`src/rtl/seg_scan_pkg.sv`:
```
// Shared types and constants for the 7-segment scan controller.
package seg_scan_pkg;

    typedef enum logic [1:0] {
        S_IDLE  = 2'd0,
        S_BLANK = 2'd1,
        S_DRIVE = 2'd2
    } state_t;

    localparam logic [3:0] ADDR_DATA = 4'h0;
    localparam logic [3:0] ADDR_CTRL = 4'h8;
    localparam logic [3:0] ADDR_STAT = 4'hC;

    localparam logic [3:0] AN_OFF  = 4'hF;
    localparam logic [6:0] SEG_OFF = 7'h7F;

    // Active-low anode pattern for one digit, or all dark when masked.
    function automatic logic [3:0] anode_for(input logic [1:0] dig, input logic masked);
        return masked ? AN_OFF : ~(4'b0001 << dig);
    endfunction

    function automatic logic [6:0] seg_slice(input logic [27:0] frame, input logic [1:0] dig);
        logic [6:0] slice;
        case (dig)
            2'd0:    slice = frame[6:0];
            2'd1:    slice = frame[13:7];
            2'd2:    slice = frame[20:14];
            default: slice = frame[27:21];
        endcase
        return slice;
    endfunction

endpackage

```
`src/rtl/seg_phase_timer.sv`:
```
// Phase counter shared by the BLANK and DRIVE phases: counts 0..term and flags done on term.
module seg_phase_timer #(
    parameter int W = 14
) (
    input  logic         clk,
    input  logic         rst_n,
    input  logic         clr,
    input  logic         load_n,
    input  logic [W-1:0] term_n,
    output logic         done
);

    logic [W-1:0] cnt_q, cnt_d;
    logic [W-1:0] term_q, term_d;

    // load_n latches a new terminal count and restarts the count from zero.
    always_comb begin
        cnt_d  = cnt_q + 1'b1;
        term_d = term_q;
        if (load_n) begin
            cnt_d  = '0;
            term_d = term_n;
        end else if (clr) begin
            cnt_d = '0;
        end
    end

    always_ff @(posedge clk) begin
        if (!rst_n) begin
            cnt_q  <= '0;
            term_q <= '0;
        end else begin
            cnt_q  <= cnt_d;
            term_q <= term_d;
        end
    end

    assign done = (cnt_q == term_q);

endmodule

```
`src/rtl/seg_scan_ctrl.sv`:
```
// IO-mapped 4-digit 7-segment scan controller with double-buffered frames and inter-digit blanking.
module seg_scan_ctrl
    import seg_scan_pkg::*;
#(
    parameter int DIGIT_CYCLES = 16384,
    parameter int BLANK_CYCLES = 64
) (
    input  logic        CLK,
    input  logic        RESET,
    input  logic [3:0]  IOAddr,
    input  logic        IOWriteEn,
    input  logic [31:0] IOWriteData,
    output logic [31:0] IOReadData,
    output logic [3:0]  AN,
    output logic [6:0]  LED
);

    localparam int MAXC = (DIGIT_CYCLES > BLANK_CYCLES) ? DIGIT_CYCLES : BLANK_CYCLES;
    localparam int CW   = $clog2(MAXC);
    localparam logic [CW-1:0] DRIVE_TERM = CW'(DIGIT_CYCLES - 1);
    localparam logic [CW-1:0] BLANK_TERM = CW'(BLANK_CYCLES - 1);

    state_t        state_q, state_d;
    logic [1:0]    dig_q, dig_d;
    logic          en_q, en_d;
    logic [3:0]    mask_q, mask_d;
    logic [27:0]   pending_q, pending_d;
    logic          pend_q, pend_d;
    logic [27:0]   shadow_q, shadow_d;
    logic [15:0]   frame_cnt_q, frame_cnt_d;
    logic [3:0]    an_q, an_d;
    logic [6:0]    led_q, led_d;

    logic          ctrl_wr, data_wr;
    logic          boundary;
    logic          timer_clr, timer_load, phase_done;
    logic [CW-1:0] timer_term;
    logic          unused_wdata;

    assign unused_wdata = ^IOWriteData[31:28];

    always_comb begin
        ctrl_wr = IOWriteEn && (IOAddr == ADDR_CTRL);
        data_wr = IOWriteEn && (IOAddr == ADDR_DATA);
        en_d    = ctrl_wr ? IOWriteData[0]   : en_q;
        mask_d  = ctrl_wr ? IOWriteData[4:1] : mask_q;
    end

    // Uses the post-write enable so clearing en abandons the current phase on the write edge.
    always_comb begin
        state_d    = state_q;
        dig_d      = dig_q;
        boundary   = 1'b0;
        timer_load = 1'b0;
        timer_term = BLANK_TERM;
        case (state_q)
            S_IDLE: begin
                state_d    = S_BLANK;
                dig_d      = 2'd0;
                boundary   = 1'b1;
                timer_load = 1'b1;
            end
            S_BLANK: begin
                if (phase_done) begin
                    state_d    = S_DRIVE;
                    timer_load = 1'b1;
                    timer_term = DRIVE_TERM;
                end
            end
            S_DRIVE: begin
                if (phase_done) begin
                    state_d    = S_BLANK;
                    dig_d      = dig_q + 2'd1;
                    boundary   = (dig_q == 2'd3);
                    timer_load = 1'b1;
                end
            end
            default: state_d = S_IDLE;
        endcase
        if (!en_d) begin
            state_d    = S_IDLE;
            dig_d      = 2'd0;
            boundary   = 1'b0;
            timer_load = 1'b0;
        end
        timer_clr = (state_d == S_IDLE);
    end

    // A DATA write in the boundary cycle lands after the copy, so it waits a full frame.
    always_comb begin
        shadow_d    = shadow_q;
        pending_d   = pending_q;
        pend_d      = pend_q;
        frame_cnt_d = frame_cnt_q;
        if (boundary) begin
            frame_cnt_d = frame_cnt_q + 16'd1;
            if (pend_q) begin
                shadow_d = pending_q;
                pend_d   = 1'b0;
            end
        end
        if (data_wr) begin
            pending_d = IOWriteData[27:0];
            pend_d    = 1'b1;
        end
    end

    always_comb begin
        an_d  = AN_OFF;
        led_d = SEG_OFF;
        if (state_d == S_DRIVE) begin
            an_d  = anode_for(dig_d, mask_d[dig_d]);
            led_d = ~seg_slice(shadow_d, dig_d);
        end
    end

    always_comb begin
        case (IOAddr)
            ADDR_CTRL: IOReadData = {27'd0, mask_q, en_q};
            ADDR_STAT: IOReadData = {12'd0, (state_q != S_IDLE), dig_q, pend_q, frame_cnt_q};
            default:   IOReadData = 32'd0;
        endcase
    end

    always_ff @(posedge CLK) begin
        if (!RESET) begin
            state_q     <= S_IDLE;
            dig_q       <= 2'd0;
            en_q        <= 1'b1;
            mask_q      <= 4'd0;
            pending_q   <= 28'd0;
            pend_q      <= 1'b0;
            shadow_q    <= 28'd0;
            frame_cnt_q <= 16'd0;
            an_q        <= AN_OFF;
            led_q       <= SEG_OFF;
        end else begin
            state_q     <= state_d;
            dig_q       <= dig_d;
            en_q        <= en_d;
            mask_q      <= mask_d;
            pending_q   <= pending_d;
            pend_q      <= pend_d;
            shadow_q    <= shadow_d;
            frame_cnt_q <= frame_cnt_d;
            an_q        <= an_d;
            led_q       <= led_d;
        end
    end

    seg_phase_timer #(
        .W (CW)
    ) u_timer (
        .clk    (CLK),
        .rst_n  (RESET),
        .clr    (timer_clr),
        .load_n (timer_load),
        .term_n (timer_term),
        .done   (phase_done)
    );

    assign AN  = an_q;
    assign LED = led_q;

endmodule

```
`config.mk`:
```
export PLATFORM = sky130hd
export DESIGN_NAME = seg_scan_ctrl
export DESIGN_NICKNAME = d
export VERILOG_FILES = /design/src/rtl/seg_scan_pkg.sv /design/src/rtl/seg_phase_timer.sv /design/src/rtl/seg_scan_ctrl.sv
export SDC_FILE = /design/constraint.sdc
export NUM_CORES = 1
export LEC_CHECK = 0
export BUFFER_PORTS_ARGS = -buffer_cell sky130_fd_sc_hd__buf_2
export CAP_MARGIN = 0
export CORE_UTILIZATION = 29
export CTS_CLUSTER_DIAMETER = 120
export DETAILED_ROUTE_END_ITERATION = 10
export GPL_TIMING_DRIVEN = 0
export SYNTH_ARGS = -nofsm -noshare
export SYNTH_HDL_FRONTEND = slang
export SYNTH_SLANG_ARGS = --single-unit
```
`constraint.sdc`:
```
create_clock -name CLK -period 2.96 [get_ports CLK]
set_clock_uncertainty 0.15 [all_clocks]
set_input_delay 0.296 -clock CLK [delete_from_list [all_inputs] [get_ports CLK]]
set_output_delay 0.296 -clock CLK [all_outputs]
set_load 0.01 [all_outputs]
```
After elaboration in Yosys (flattened, before gate mapping)
Index checks and enable logic that the tools add are counted.
{"block": "totals", "reg_bits": 121, "in_bits": 39, "elab_cells": 68}
{"block": "op_classes", "addsub": 3, "magnitude_cmp": 1, "n_eq_ne": 9, "shift": 1, "muxes": 26, "n_bitwise": 4, "reduce_logical": 12}
{"cell": "28-bit 2-to-1 mux", "n": 2}
{"cell": "20-bit case mux with 2 select lines", "n": 1}
{"cell": "14-bit 2-to-1 mux", "n": 2}
{"cell": "7-bit case mux with 3 select lines", "n": 1}
{"cell": "16-bit by 1-bit adder with 16-bit output (second input constant)", "n": 1}
{"cell": "14-bit by 1-bit adder with 14-bit output (second input constant)", "n": 1}
{"cell": "14-bit equality test", "n": 1}
{"cell": "2-bit 2-to-1 mux", "n": 5}
{"cell": "2-bit equality test (second input constant)", "n": 4}
{"cell": "4-bit equality test (second input constant)", "n": 2}
{"cell": "1-bit 2-to-1 mux", "n": 8}
{"cell": "7-bit 2-to-1 mux", "n": 1}
{"cell": "7-bit NOT", "n": 1}
{"cell": "2-bit zero test", "n": 3}
{"cell": "2-bit case mux with 3 select lines", "n": 1}
{"cell": "3-bit OR reduction", "n": 2}
{"cell": "2-bit by 1-bit equality test with 1-bit output (second input constant)", "n": 2}
{"cell": "4-bit zero test", "n": 1}
{"cell": "4-bit 2-to-1 mux", "n": 1}
{"cell": "4-bit NOT", "n": 1}
{"cell": "1-bit case mux with 2 select lines", "n": 2}
{"cell": "2-bit case mux with 2 select lines", "n": 1}
{"cell": "2-bit nonzero test", "n": 2}
{"cell": "1-bit by 2-bit left shift with 4-bit output (first input constant)", "n": 1}
{"cell": "7 further kinds", "n": 9}

Depth between registers and ports, before layout
{"block": "depth", "depth_word": 8, "mapped_depth": 10, "ltp_nobuf": 9}

By module
Synthesis repeated with hierarchy kept, for this count alone.
{"block": "hier_totals", "cells_unflattened": 665, "hier_area_um2": 5703.0}
{"mod": "seg_scan_ctrl", "n_inst": 1, "cells_per_inst": 530, "area_per_inst_um2": 4401.7, "seq_area_each_um2": 1861.8}
{"mod": "seg_phase_timer", "n_inst": 1, "cells_per_inst": 135, "area_per_inst_um2": 1301.2, "seq_area_each_um2": 560.5}

Least setup slack after synthesis
Ideal clock, no wire load.
{"block": "synth_timing", "kind": "input -> register", "start": "in IOAddr[2]", "end": "reg shadow_q[22]", "setup_ps": 115, "arrival_time_ps": 2130, "slack_ps": 565, "stages": 9, "path_buffers": 3, "cell_sequence": "buf_6 or4b_4 o21ai_2 nand2_2 o211ai_2 buf_6 buf_6 mux2_1 and2_1"}
{"block": "synth_via", "elab_chain_cells": 5}
{"element": "start, declared", "line_no": "seg_scan_ctrl.sv:10", "text": "input logic [3:0] IOAddr,"}
{"element": "4-bit equality test", "line_no": "seg_scan_ctrl.sv:43", "text": "ctrl_wr = IOWriteEn && (IOAddr == ADDR_CTRL);"}
{"element": "1-bit logical AND", "line_no": "seg_scan_ctrl.sv:43"}
{"element": "1-bit 2-to-1 mux", "line_no": "seg_scan_ctrl.sv:45", "text": "en_d = ctrl_wr ? IOWriteData[0] : en_q;"}
{"element": "1-bit 2-to-1 mux", "line_no": "seg_scan_ctrl.sv:80", "text": "if (!en_d) begin"}
{"element": "28-bit 2-to-1 mux", "line_no": "seg_scan_ctrl.sv:95", "text": "if (boundary) begin"}
{"element": "end signal, assigned", "line_no": "seg_scan_ctrl.sv:144", "text": "shadow_q <= shadow_d;"}
{"element": "end, declared", "line_no": "seg_scan_ctrl.sv:29", "text": "logic [27:0] shadow_q, shadow_d;"}
Every way passes these cells.
A chain may end at the register's enable or synchronous reset.

Worst setup path after layout
{"block": "layout_timing", "start": "reg u_timer.cnt_q[2]", "end": "reg an_q[2] (netlist: AN[2])"}
{"block": "layout_via", "elab_chain_cells": 7}
{"element": "start, declared", "line_no": "seg_phase_timer.sv:13", "text": "logic [W-1:0] cnt_q, cnt_d;"}
{"element": "start signal, assigned", "line_no": "seg_phase_timer.sv:33", "text": "cnt_q <= cnt_d;"}
{"element": "14-bit equality test (*)", "line_no": "seg_phase_timer.sv:38", "text": "assign done = (cnt_q == term_q);"}
{"element": "2-bit 2-to-1 mux, on equally long branches", "line_no": "seg_scan_ctrl.sv:71, seg_scan_ctrl.sv:64"}
{"element": "2-bit case mux with 2 select lines or 2-bit case mux with 3 select lines (tied branches)", "line_no": "seg_scan_ctrl.sv:56", "text": "case (state_q)"}
{"element": "2-bit 2-to-1 mux", "line_no": "seg_scan_ctrl.sv:80"}
{"element": "1-bit binary-select mux with 2-bit select or 2-bit equality test (tied branches)", "line_no": "seg_scan_ctrl.sv:112, seg_scan_ctrl.sv:111"}
{"element": "1-bit 2-to-1 mux (implied by the code) or 1-bit NOT (tied branches)"}
{"element": "3-bit OR reduction (no source line)"}
{"element": "end signal, assigned", "line_no": "seg_scan_ctrl.sv:146", "text": "an_q <= an_d;"}
{"element": "end, declared", "line_no": "seg_scan_ctrl.sv:31", "text": "logic [3:0] an_q, an_d;"}
Mark *: on every way between the ends. The rest lies on a longest branch, timed or not. The select of a mux whose other input is x is not followed.

==> results_dict.tcl <==
set metrics [dict create \
    clk_path_buf_depth 2 \
    peakVddDrop_mv 0.329 \
    clock_sinks 109 \
    path_clk_slew_ns 0.07 \
    yosysMostFrequentCell "dfxtp_1" \
    finalHoldViolations 0 \
    netlist_area_um2 4810 \
    antennaDiodeCount 0 \
    synth_cell_types 50 \
    hp-start "IOWriteData[11]" \
    slowest_stage "dfxtp_1" \
    synth-edff-count 0 \
    outcome "finished clean" \
    place_hpwl_um 8630 \
    ys_warn_count 0 \
    worst_path_largest_cell_delay_ns 0.42 \
    ys_top_cells_by_count "dfxtp_1 (109), nand2_1 (73), nor2_1 (66), a21oi_1 (47), mux2i_1 (34)" \
    ctsRootBufferMaster "clkbuf_16" \
    path_delay_family "multiplexers" \
    path_class "flip-flop to flip-flop" \
    async_flop_share_pct 0 \
    wl_met2_um 5440 \
    highest_layer "met4" \
    routed_wl_um 11600 \
    synth_area_leaders "dfxtp_1 (45%), mux2i_1 (7.1%), nand2_1 (5.7%)" \
    core_um2 16100 \
    cts_made_buffers 9 \
    die_x_um 131 \
    worstHoldPathType "input port to flip-flop" \
    setup_slack_ns 0.185 \
    clk_latency_ns 0.35 \
    rsz0062_at_grt "no" \
    p_leak_nw 2.35 \
    drt-initial-drc-count 229 \
    wl_met3_um 443 \
    synthCells 539 \
    r2r_start "u_timer.cnt_q[2]$_SDFF_PP0_" \
    cap_violations 0 \
    drive_above_1_share_pct 19.9 \
    startpoint "u_timer.cnt_q[2]$_SDFF_PP0_" \
    period_needed_ns 2.77 \
    grt_pass1_vias 3534 \
    fin_nets 670 \
    synth_seq_cells 109 \
    yosysSeqAreaShare_pct 45.4 \
    netlist.top_cell.by_area "dfxtp_1" \
    met1_length_um 5550 \
    fmaxAchievable_ghz 0.360 \
    worstPathCellList "and4_1 > nand4_2 > a221oi_2 > mux2i_1 > buf_4 > mux2i_1 > mux2_2 > nand4b_1" \
    ff2ff_setup_slack_ns 0.19 \
    finalSetupTns_ns 0 \
    track_usage_pct 14.3 \
    worstPathRequired_ns 3.00 \
    cts_setup_buffers 0 \
    start_util_pct 29.9 \
    arrival_ns 2.82 \
    grt_pass1_wl_um 18300 \
    wire_per_inst_um 13.7 \
    drc_errors 0 \
    tightest_slew_ns 0.737 \
    cts_hold_buf 0 \
    path_common_cell "mux2i_1" \
    holdWs_ns 0.0194 \
    gp_congestion 0.780 \
    slew_headroom_pct 50.8 \
    startpoint_type "flip-flop" \
    grt_max_degree 19 \
    maxSlewViolCount 0 \
    htreeDepth 3 \
    io_pins 82 \
    crit_buf_inv 1 \
    antenna_found_initial 0 \
    overflow 0 \
    die_area_um2 17100 \
    via_per_inst 4.55 \
    synthFlopType "dfxtp_1" \
    rows 46 \
    cts_tree "built" \
    setup_violations 0 \
    power.density_nw_per_um2 551 \
    syn_to_final_growth_pct 19.0 \
    vias 3843 \
    die-height_um 131 \
    port_buffers 63 \
    yosysTopAreaCellShare_pct 45.4 \
    postCtsResizedCells 0 \
    setup.worst_path.end_class "flip-flop" \
    ant_nets 0 \
    firstDrtPassIters 5 \
    cp_max_fo 10 \
    syn_avg_cell_area_um2 8.92 \
    pre_cts_ws_ns 0.0878 \
    fin_crit_sh_pct 93.7 \
]
[layout by cell type, fill, tap and decap left out, types with 8 or more instances in the layout]
cell type / instances
dfxtp_1: 109
nand2_1: 73
nor2_1: 66
buf_2: 65
a21oi_1: 47
mux2i_1: 33
and2_1: 24
clkbuf_1: 18
buf_4: 16
inv_1: 15
nand3_1: 13
xnor2_1: 12
conb_1: 12
or3_1: 9
xor2_1: 9
clkbuf_16: 9
o21ai_0: 8
nor3_1: 8
[flip-flops by register name, indices dropped and copies added (netlist names), 2 cells and up]
name            flops
u_timer.cnt_q      14
frame_cnt_q        16
LED                 7
state_q             2
mask_q              4
u_timer.term_q      2
AN                  4
shadow_q           28
pending_q          28
dig_q               2
[worst paths after layout]
check,to,cells after the start
hold reg to reg,pending_q[23]$_SDFFE_PN0P_,2
setup reg to reg,AN[2]$_SDFF_PP1_,8
setup / recovery,AN[2]$_SDFF_PP1_,8
hold / removal,pending_q[11]$_SDFFE_PN0P_,3
[per-layer routing]
metal,global-route usage (%),vias to the layer above
li1,-,1974
met1,19.0,1777
met2,22.9,83
met3,2.93,9
met4,5.27,0
met5,0,-
[metrics by stage]
step | util, % | power (mW) | std cells | instance area, um^2
floorplan | - | 1.92 | 550 | 4850
global placement | 33.8 | 2.03 | 829 | 5440
detailed placement | 33.8 | 2.04 | 829 | 5440
CTS | 35.6 | 3.19 | 845 | 5710
global route | 35.6 | 3.31 | 845 | 5720
finish | 35.6 | 3.15 | 845 | 5720
[area by class of cell]
type                       count  area (um^2)
buffer                        38          235
tap                          216          270
timing repair buffer          63          315
clock inverter                 5         43.8
fill                        1694        10300
clock buffer                  11          233
sequential                   109         2180
inverter                      16         60.1
multi-input combinational    387         2380
[worst min-delay path, stage by stage]
cell	delay, ns
buf_2	0.09
nand2_1	0.04
a21oi_1	0.05
[cell families (layout without fill, tap and decap cells)]
logic type      count (synthesis)  count (layout)  share of synthesized area, %
mux                            42              42                          8.95
xor+xnor                       21              21                          3.83
compound gates                 84              84                          11.4
buf+inv                        54             133                          6.14
fa+ha+maj                       7               7                          1.82
flops                         109             109                          45.4
simple gates                  221             221                          22.4
other cells                     1              12                        0.0780
[report_power, final]
part	total (mW)	switching (mW)	internal (mW)
clock	1.15	0.564	0.584
sequential	1.57	0.0545	1.51
combinational	0.437	0.268	0.169
No activity file was read; power rests on OpenSTA's default activity.
